<file path="src/rtl/puf_pkg.sv">
// Shared types, mode codes and the response function for the PUF emulator.
// Latency: n/a (declarations and a pure combinational function only).
// Backpressure: n/a.
package puf_pkg;

    // Widest challenge supported by puf_response; N_BITS must not exceed this.
    localparam int PUF_MAX_BITS = 256;

    localparam logic [1:0] MODE_LEGACY  = 2'd0;
    localparam logic [1:0] MODE_XOR     = 2'd1;
    localparam logic [1:0] MODE_ARBITER = 2'd2;

    typedef enum logic [1:0] {
        IDLE  = 2'd0,
        EVAL  = 2'd1,
        READY = 2'd2
    } state_t;

    typedef struct packed {
        logic [PUF_MAX_BITS-1:0] top;
        logic [PUF_MAX_BITS-1:0] bot;
    } resp_t;

    // Inputs are zero-padded to PUF_MAX_BITS; only bits [n_bits-1:0] of the
    // result are meaningful. Mode 3 is reserved and falls back to LEGACY.
    function automatic resp_t puf_response(input logic [PUF_MAX_BITS-1:0] a,
                                           input logic [PUF_MAX_BITS-1:0] b,
                                           input logic [1:0]              mode,
                                           input int                      n_bits);
        resp_t                   r;
        logic [PUF_MAX_BITS-1:0] x;
        logic                    p;
        r = '0;
        x = a ^ b;
        p = 1'b0;
        case (mode)
            MODE_XOR: begin
                r.top = x;
                r.bot = ~x;
            end
            MODE_ARBITER: begin
                // Prefix parity: padding bits are zero so they never disturb it.
                for (int i = 0; i < PUF_MAX_BITS; i++) begin
                    p        = p ^ x[i];
                    r.top[i] = p;
                end
                // Bottom chain is the top chain read back-to-front.
                for (int i = 0; i < PUF_MAX_BITS; i++) begin
                    if (i < n_bits) begin
                        r.bot[i] = r.top[n_bits-1-i];
                    end
                end
            end
            default: begin
                r.top = a | b;
                r.bot = a & b;
            end
        endcase
        return r;
    endfunction

endpackage

</file>
<file path="src/rtl/puf_emulator_core_if.sv">
// Host-side serial challenge/response bundle for the PUF emulator.
// Latency: n/a (wires only).
// Backpressure: none; the host paces everything with load_en/trig/out_en.
interface puf_emulator_core_if;
    logic       ca_si;
    logic       cb_si;
    logic       load_en;
    logic       trig;
    logic [1:0] mode;
    logic       out_en;
    logic       so_up;
    logic       so_not_up;
    logic       so_down;
    logic       so_not_down;
    logic       so_valid;
    logic       busy;

    modport master (
        output ca_si, cb_si, load_en, trig, mode, out_en,
        input  so_up, so_not_up, so_down, so_not_down, so_valid, busy
    );

    modport slave (
        input  ca_si, cb_si, load_en, trig, mode, out_en,
        output so_up, so_not_up, so_down, so_not_down, so_valid, busy
    );
endinterface

</file>
<file path="src/rtl/puf_response_calc.sv">
// Combinational top/bot response of an N_BITS challenge pair for a given mode.
// Latency: 0 cycles (pure combinational).
// Backpressure: none.
module puf_response_calc
    import puf_pkg::*;
#(
    parameter int N_BITS = 128
) (
    input  logic [N_BITS-1:0] a,
    input  logic [N_BITS-1:0] b,
    input  logic [1:0]        mode,
    output logic [N_BITS-1:0] top,
    output logic [N_BITS-1:0] bot
);

    resp_t resp;
    // Bits above N_BITS are padding and intentionally discarded.
    resp_t resp_unused;

    // Evaluate the shared response function on the zero-padded challenge.
    always_comb begin
        resp = puf_response(PUF_MAX_BITS'(a), PUF_MAX_BITS'(b), mode, N_BITS);
    end

    assign resp_unused = resp;
    assign top         = resp.top[N_BITS-1:0];
    assign bot         = resp.bot[N_BITS-1:0];

endmodule

</file>
<file path="src/rtl/puf_emulator_core.sv">
// Software PUF model: serial challenge load, trig-started evaluation, serial readout.
// Latency: so_valid rises EVAL_CYCLES clocks after the edge that samples a trig rise.
// Backpressure: none; load_en ignored in EVAL, out_en ignored outside READY.
module puf_emulator_core
    import puf_pkg::*;
#(
    parameter  int N_BITS      = 128,
    parameter  int EVAL_CYCLES = 4,
    localparam int CNT_W       = $clog2(N_BITS)
) (
    input  logic                clk,
    input  logic                reset,
    puf_emulator_core_if.slave  bus
);

    localparam int EW = (EVAL_CYCLES > 1) ? $clog2(EVAL_CYCLES) : 1;

    state_t            state;
    state_t            state_nxt;
    logic              trig_q;
    logic              trig_rise;
    logic [EW-1:0]     eval_cnt;
    logic              eval_last;
    logic [CNT_W-1:0]  chal_idx;
    logic [CNT_W-1:0]  resp_idx;
    logic [1:0]        mode_q;
    logic [N_BITS-1:0] a_buf;
    logic [N_BITS-1:0] b_buf;
    logic [N_BITS-1:0] top_buf;
    logic [N_BITS-1:0] bot_buf;
    logic [N_BITS-1:0] calc_top;
    logic [N_BITS-1:0] calc_bot;
    logic              accept_trig;
    logic              accept_load;
    logic              accept_out;
    logic              out_last;

    assign trig_rise   = bus.trig & ~trig_q;
    assign accept_trig = trig_rise && (state != EVAL);
    // Challenge buffers are frozen while the response is being computed.
    assign accept_load = bus.load_en && (state != EVAL);
    // A simultaneous trig rise aborts the readout, so out_en loses to it.
    assign accept_out  = bus.out_en && (state == READY) && !trig_rise;
    assign out_last    = (resp_idx == CNT_W'(N_BITS-1));
    assign eval_last   = (state == EVAL) && (eval_cnt == EW'(EVAL_CYCLES-1));

    // State register.
    always_ff @(posedge clk or posedge reset) begin
        if (reset) begin
            state <= IDLE;
        end else begin
            state <= state_nxt;
        end
    end

    // Next-state decode.
    always_comb begin
        state_nxt = state;
        case (state)
            IDLE: begin
                if (accept_trig) state_nxt = EVAL;
            end
            EVAL: begin
                if (eval_last) state_nxt = READY;
            end
            READY: begin
                if (trig_rise)                    state_nxt = EVAL;
                else if (bus.out_en && out_last)  state_nxt = IDLE;
            end
            default: state_nxt = IDLE;
        endcase
    end

    // Edge detector history for trig, sampled every clock.
    always_ff @(posedge clk or posedge reset) begin
        if (reset) begin
            trig_q <= 1'b0;
        end else begin
            trig_q <= bus.trig;
        end
    end

    // Evaluation timer: restarts on every accepted trig.
    always_ff @(posedge clk or posedge reset) begin
        if (reset) begin
            eval_cnt <= '0;
        end else if (accept_trig || eval_last) begin
            eval_cnt <= '0;
        end else if (state == EVAL) begin
            eval_cnt <= eval_cnt + EW'(1);
        end
    end

    // Challenge write and index; a load in the trig cycle lands before the index clears.
    always_ff @(posedge clk or posedge reset) begin
        if (reset) begin
            a_buf    <= '0;
            b_buf    <= '0;
            chal_idx <= '0;
        end else begin
            if (accept_load) begin
                a_buf[chal_idx] <= bus.ca_si;
                b_buf[chal_idx] <= bus.cb_si;
            end
            if (accept_trig) begin
                chal_idx <= '0;
            end else if (accept_load) begin
                chal_idx <= (chal_idx == CNT_W'(N_BITS-1)) ? '0 : chal_idx + CNT_W'(1);
            end
        end
    end

    // Mode is captured once per evaluation so it cannot change mid-flight.
    always_ff @(posedge clk or posedge reset) begin
        if (reset) begin
            mode_q <= MODE_LEGACY;
        end else if (accept_trig) begin
            mode_q <= bus.mode;
        end
    end

    puf_response_calc #(
        .N_BITS (N_BITS)
    ) u_calc (
        .a    (a_buf),
        .b    (b_buf),
        .mode (mode_q),
        .top  (calc_top),
        .bot  (calc_bot)
    );

    // Response buffers load on the final evaluation clock.
    always_ff @(posedge clk or posedge reset) begin
        if (reset) begin
            top_buf <= '0;
            bot_buf <= '0;
        end else if (eval_last) begin
            top_buf <= calc_top;
            bot_buf <= calc_bot;
        end
    end

    // Readout index: cleared on trig, wraps after the last bit.
    always_ff @(posedge clk or posedge reset) begin
        if (reset) begin
            resp_idx <= '0;
        end else if (accept_trig) begin
            resp_idx <= '0;
        end else if (accept_out) begin
            resp_idx <= out_last ? '0 : resp_idx + CNT_W'(1);
        end
    end

    // Serial outputs depend only on registered state, so they change one clock after out_en.
    assign bus.so_up       = (state == READY) & top_buf[resp_idx];
    assign bus.so_down     = (state == READY) & bot_buf[resp_idx];
    assign bus.so_not_up   = ~bus.so_up;
    assign bus.so_not_down = ~bus.so_down;
    assign bus.so_valid    = (state == READY);
    assign bus.busy        = (state == EVAL);

endmodule

</file>
<file path="src/flat_wrapper.sv">
// flat-port wrapper written by rule: the top's interface ports become plain ports
module puf_emulator_core_flat import puf_pkg::*;
#(
    parameter  int N_BITS      = 128,
    parameter  int EVAL_CYCLES = 4,
    localparam int CNT_W       = $clog2(N_BITS)
)
  (clk, reset, bus_ca_si, bus_cb_si, bus_load_en, bus_trig, bus_mode, bus_out_en, bus_so_up, bus_so_not_up, bus_so_down, bus_so_not_down, bus_so_valid, bus_busy);
  puf_emulator_core_if bus_i ();
  input  logic clk;
  input  logic reset;
  input wire logic [$bits(bus_i.ca_si)-1:0] bus_ca_si;
  input wire logic [$bits(bus_i.cb_si)-1:0] bus_cb_si;
  input wire logic [$bits(bus_i.load_en)-1:0] bus_load_en;
  input wire logic [$bits(bus_i.trig)-1:0] bus_trig;
  input wire logic [$bits(bus_i.mode)-1:0] bus_mode;
  input wire logic [$bits(bus_i.out_en)-1:0] bus_out_en;
  output wire logic [$bits(bus_i.so_up)-1:0] bus_so_up;
  output wire logic [$bits(bus_i.so_not_up)-1:0] bus_so_not_up;
  output wire logic [$bits(bus_i.so_down)-1:0] bus_so_down;
  output wire logic [$bits(bus_i.so_not_down)-1:0] bus_so_not_down;
  output wire logic [$bits(bus_i.so_valid)-1:0] bus_so_valid;
  output wire logic [$bits(bus_i.busy)-1:0] bus_busy;
  assign bus_i.ca_si = bus_ca_si;
  assign bus_i.cb_si = bus_cb_si;
  assign bus_i.load_en = bus_load_en;
  assign bus_i.trig = bus_trig;
  assign bus_i.mode = bus_mode;
  assign bus_i.out_en = bus_out_en;
  assign bus_so_up = bus_i.so_up;
  assign bus_so_not_up = bus_i.so_not_up;
  assign bus_so_down = bus_i.so_down;
  assign bus_so_not_down = bus_i.so_not_down;
  assign bus_so_valid = bus_i.so_valid;
  assign bus_busy = bus_i.busy;
  puf_emulator_core #(.N_BITS(N_BITS), .EVAL_CYCLES(EVAL_CYCLES)) u_core (.clk(clk), .reset(reset), .bus(bus_i));
endmodule
</file>
<file path="config.mk">
export PLATFORM = sky130hd
export DESIGN_NAME = puf_emulator_core_flat
export DESIGN_NICKNAME = d
export VERILOG_FILES = /design/src/rtl/puf_pkg.sv /design/src/rtl/puf_emulator_core_if.sv /design/src/rtl/puf_response_calc.sv /design/src/rtl/puf_emulator_core.sv /design/src/flat_wrapper.sv
export SDC_FILE = /design/constraint.sdc
export NUM_CORES = 2
export LEC_CHECK = 0
export ABC_AREA = 1
export CORE_ASPECT_RATIO = 0.8
export CORE_UTILIZATION = 38
export CTS_CLUSTER_DIAMETER = 60
export DETAILED_ROUTE_END_ITERATION = 8
export PLACE_DENSITY = 0.52
export SYNTH_ARGS = -nofsm -noshare
export SYNTH_HDL_FRONTEND = slang
export SYNTH_SLANG_ARGS = --single-unit
</file>
<file path="constraint.sdc">
create_clock -name clk -period 27.1 [get_ports clk]
set_clock_uncertainty 0.1 [all_clocks]
set_input_delay 6.775 -clock clk [delete_from_list [all_inputs] [get_ports clk]]
set_output_delay 6.775 -clock clk [all_outputs]
set_load 0.01 [all_outputs]
</file>
**Yosys cells after proc, flatten, opt, wreduce, memory -nomap -nowiden**

Index checks and enable logic that the tools add are counted.
W data, S select, Z words.

- Register bits after elaboration: 533
- Word-level logic and storage cells: 201

- Add/sub/neg operators: 3
- Order comparisons: 3
- Eq/ne operators: 11
- Mux-type cells: 23
- Bitwise operators: 137
- Reductions and logical operators: 14

Operator list:

| operator | number |
|---|---|
| $pmux W128 S2 | 2 |
| $bwmux W128 | 2 |
| $and A128 B128 Y128 | 1 |
| $not A128 Y128 | 1 |
| $or A128 B128 Y128 | 1 |
| $xor A128 B128 Y128 | 1 |
| $xor A1 B1 Y1 | 127 |
| $mux W7 | 6 |
| $lt A7 B8 Y1 const B | 2 |
| $add A7 B1 Y7 const B | 2 |
| $bmux W1 S7 | 2 |
| $eq A7 B7 Y1 const B | 2 |
| $mux W2 | 6 |
| $demux W1 S7 | 1 |
| $ge A7 B1 Y1 const B | 1 |
| $logic_and A1 B1 Y1 | 7 |
| $eq A2 B2 Y1 const B | 3 |
| $ne A2 B1 Y1 const B | 3 |
| $pmux W2 S3 | 1 |
| $reduce_bool A2 Y1 | 3 |
| $eq A2 B1 Y1 const B | 2 |
| $and A1 B1 Y1 | 3 |
| $mux W1 | 3 |
| $ne A3 B1 Y1 const B | 1 |
| 6 further kinds | 8 |

**Depth between registers and ports, before layout**

- Word-level depth: 129
- Depth in mapped cells: 188
- Depth with buffers taken out: 188

**By module**

From an unflattened synthesis, not the netlist that was laid out.

- Cell total of the unflattened synthesis: 4694
- Area total of the unflattened synthesis: 34544.4 um^2

By module, submodules not included:

| module | instances | cells an instance | area an instance (um^2) |
|---|---|---|---|
| puf_emulator_core | 1 | 2736 | 22794.4 |
| puf_response_calc | 1 | 1958 | 11750.0 |

**Worst setup path after synthesis**

OpenSTA, ideal clock, no wires.

- Path type: reg-to-reg
- Start: reg u_core.b_buf[1]
- End: reg u_core.bot_buf[0]
- Setup time: 116 ps
- Data arrival time: 15501 ps
- Data required time: 26884 ps
- Setup slack: 11383 ps
- Cell stages (with the launch flop): 169
- Path through: dfrtp_1 -> inv_1 -> ha_1 -> inv_1 -> nand2_1 -> nand3_1 -> nand2_1 -> nand2_2 -> nand2_1 -> nand2_1 -> nand3_2 -> nand2_1 -> nand2_2 -> nand2_1 -> nand2_1 -> nand3_2 -> nand2_1 -> nand2_2 -> (+133 left out) -> nand3_1 -> nand3_1 -> nand3_2 -> nand2_1 -> nand2_1 -> nand3_1 -> nand3_1 -> nand3_1 -> nand3_1 -> nand3_1 -> nand3_1 -> nand3_2 -> nand2_1 -> nand2_1 -> nand3_1 -> nand2_1 -> nand2_1 -> nand2_1

- Longest elaborated chain between the ends: 129

RTL lines:

| what | RTL line | text |
|---|---|---|
| from (decl) | puf_emulator_core.sv:28 | `logic [N_BITS-1:0] b_buf;` |
| from (signal, indexed assignment) | puf_emulator_core.sv:103 | `b_buf[chal_idx] <= bus.cb_si;` |
| $xor A128 B128 Y128 | puf_pkg.sv:34 | `x = a ^ b;` |
| $xor A1 B1 Y1 (127 in series) | puf_pkg.sv:44 | `p = p ^ x[i];` |
| $pmux W128 S2 | puf_pkg.sv:36 | `case (mode)` |
| to (signal assigned) | puf_emulator_core.sv:139 | `bot_buf <= calc_bot;` |
| to (decl) | puf_emulator_core.sv:30 | `logic [N_BITS-1:0] bot_buf;` |

No other way between the ends.
A chain may end at the register's enable or synchronous reset.

**Final worst setup path**

- Start: reg u_core.b_buf[0]
- End: reg u_core.bot_buf[0]

- Longest elaborated chain between the ends: 129

RTL lines:

| what | RTL line |
|---|---|
| $xor A128 B128 Y128 | puf_pkg.sv:34 |
| $xor A1 B1 Y1 (127 in series) | puf_pkg.sv:44 |
| $pmux W128 S2 (*) | puf_pkg.sv:36 |

Mark *: on every way between the ends. The rest lies on a longest branch, timed or not.

==> flow_metrics.py <==
metrics = {
    "synth": {
        "synth_cell_types": 35,
        "synth_commonest_cells": "nand2_1, o21ai_0, inv_1",
        "synth_edf_count": 0,
        "syn-num-nets": 4566,
        "synth_top_area_cell": "dfrtp_1",
        "syn-cell-area_mm2": 0.0335,
        "syn_avg_cell_area_um2": 7.79,
        "synth.most_common_cell": "nand2_1",
        "ys_warn_count": 0,
        "ys_ff_latch": 533,
        "synthFlopType": "dfrtp_1",
        "yosysSeqAreaShare_pct": 39.8,
        "synthCells": 4296,
        "synthTopCellsByArea": "dfrtp_1, ha_1, o21ai_0",
        "async_reset_ff_share_pct": 100,
        "synth_top_area_share_pct": 39.8,
    },
    "pwr": {
        "powerDensity_mw_per_mm2": 132,
        "totalPowerFinal_mw": 4.85,
        "vdd_drop_max_uv": 133,
        "p_leak_nw": 16.5,
    },
    "clock_tree": {
        "htreeDepth": 3,
        "cts_tree": "built",
        "cts_hold_buf": 0,
        "clk_pin_slew_worst_paths_ps": 60,
        "cts_buffers": 67,
        "cts_root_buf": "clkbuf_16",
        "clk_path_buf_depth": 3,
        "worstSkewPairLatency_ps": 630,
        "post_cts_resized": 0,
        "clkSinkCount": 533,
        "postCtsSetupRepairBufs": 0,
    },
    "route": {
        "finalWirelength_mm": 111,
        "detail_route.wl_per_cell_um": 20.8,
        "drc": 0,
        "num_vias": 29943,
        "dr.pass1.iters": 6,
        "drtIter0Drc": 3126,
        "routed_via_density": 5.59,
        "drt.antenna.violating_nets": 0,
    },
    "setup_path": {
        "crit_top_cell": "nand2_1",
        "cp_max_fo": 5,
        "critical_path.max_stage_delay_ps": 370,
        "critPathRequiredTime_ps": 27500,
        "cp-start-kind": "flop",
        "critPathCaptureType": "flop",
        "worstRegToRegCells": 170,
        "r2r_slack_ps": 8070,
        "r2r-start": "u_core.b_buf[0]",
        "critPathSlowestCell": "dfrtp_1",
        "r2r_end": "u_core.bot_buf[0]",
        "criticalPathCategory": "reg2reg",
        "arrival_ps": 19430,
    },
    "min_path": {
        "hp-class": "reg2reg",
        "min_to": "u_core.top_buf[38]",
        "whs_path_depth": 1,
        "holdCritStartpoint": "u_core.top_buf[38]",
    },
    "global_route": {
        "grt_usage_pct": 24.8,
        "grt_max_degree": 209,
        "grt_pass1_vias": 27661,
        "grt_pass1_wl_mm": 172,
        "grt_remaining_overflow": 0,
        "antenna_found_initial": 1,
    },
    "cells_and_area": {
        "post-route-util_pct": 42.5,
        "nets": 4448,
        "drive_gt1_share_pct": 6.46,
        "area_growth_pct": 9.79,
    },
    "sta": {
        "slew_violations": 0,
        "tns_ps": 0,
        "period_needed_ps": 19030,
        "finalSetupViolCount": 0,
        "rsz0062_at_grt": "no",
        "final-hold-violation-count": 0,
        "relSlewSlack_pct": 21.0,
        "worst_pin_slew_ps": 1180,
        "fmax_mhz": 52.6,
        "finalCritPeriodShare_pct": 70.2,
    },
    "die": {
        "placementRows": 96,
        "fp.dieH_um": 268,
        "core_mm2": 0.0865,
        "die_area_mm2": 0.0893,
        "die_w_um": 334,
        "start_util_pct": 38.7,
        "pin_count": 15,
    },
    "job": {
        "drv_cap": 0,
    },
    "status": {
        "status": "complete, no violations",
    },
    "placed_design": {
        "hpwlAfterDp_mm": 69.4,
        "gp_congestion": 0.849,
        "numPortBuffers": 14,
    },
}
[logic make-up after synthesis]
| group | after synthesis | share of synthesized area, % |
|---|---|---|
| buf+inv | 793 | 8.97 |
| compound gates | 1363 | 22.9 |
| fa+ha+maj | 261 | 9.75 |
| xor+xnor | 1 | 0.0262 |
| flops | 533 | 39.8 |
| simple gates | 1345 | 18.5 |
[layout make-up]
class                           instances  area, um^2
Fill cell                            8750       49700
Multi-Input combinational cell       2970       17200
Sequential cell                       533       13300
Inverter                              545        2070
Clock buffer                           96        1960
Tap cell                             1127        1410
Timing Repair Buffer                   61         531
Clock inverter                         21         209
Antenna cell                            1        2.50
[metrics by stage]
step	hold WS, ps	setup slack [ps]	area (um^2)	std cells
2_1_floorplan	344	5330	33500	4296
3_3_place_gp	354	9080	34600	5236
3_5_place_dp	360	8520	34600	5236
4_1_cts	373	8440	36800	5353
5_1_grt	378	5330	36800	5353
6_report	371	8070	36800	5354
[where the power goes]
| group | total (mW) | internal, mW | switching (mW) |
|---|---|---|---|
| registers | 1.08 | 0.974 | 0.104 |
| logic | 2.86 | 0.824 | 2.04 |
| clock network | 0.908 | 0.532 | 0.377 |
| total | 4.85 | 2.33 | 2.52 |
[cell usage in the layout (no fill, tap or decap), drive strengths merged, types with 12 or more instances in the layout]
master / synthesis / routed
clkdlybuf4s50: 0 / 14
nor3: 18 / 18
nand2: 722 / 722
buf: 21 / 47
inv: 543 / 548
nand3: 531 / 531
o21ai: 644 / 644
a221o: 56 / 56
o221ai: 13 / 13
nor2: 66 / 66
a21o: 67 / 67
clkbuf: 226 / 96
a21oi: 482 / 482
a221oi: 68 / 68
dfrtp: 533 / 533
ha: 261 / 261
o211ai: 12 / 12
o311ai: 12 / 12
[flip-flops by register name (all words and copies together) (netlist names)]
name / cells
u_core.a_buf: 128
u_core.b_buf: 128
u_core.bot_buf: 128
u_core.top_buf: 128
u_core.chal_idx: 7
u_core.resp_idx: 7
u_core.eval_cnt: 2
u_core.mode_q: 2
u_core.state: 2
u_core.trig_q: 1
[worst max-delay path: cells and delay by family, from the launching register on]
kind / cells / cell delay, ps
buffers and inverters: 2 / 180
AND/OR/NAND/NOR: 167 / 17840
adder cells (fa/ha/maj): 1 / 350
flip-flops: 1 / 370
[how the worst max path moves through the flow]
stage	from	endpoint	slack [ps]	depth (start not counted)
floorplan	reset	u_core.a_buf[0]	5330	1
global placement	u_core.b_buf[2]	u_core.bot_buf[0]	9080	164
detailed placement	u_core.b_buf[0]	u_core.bot_buf[0]	8520	166
CTS	u_core.b_buf[0]	u_core.bot_buf[0]	8440	164
global route	u_core.b_buf[0]	u_core.top_buf[127]	5330	174
finish	u_core.b_buf[0]	u_core.bot_buf[0]	8070	170
[routing by layer]
metal | part of all wire, % | up-vias | track usage, %
li1 | - | 14452 | -
met1 | 50 | 14412 | 38.1
met2 | 42 | 959 | 36.0
met3 | 6.7 | 118 | 3.74
met4 | 1.9 | 2 | 6.01
met5 | 0.012 | - | 0
Note: power is estimated with default switching activity, not from simulation.
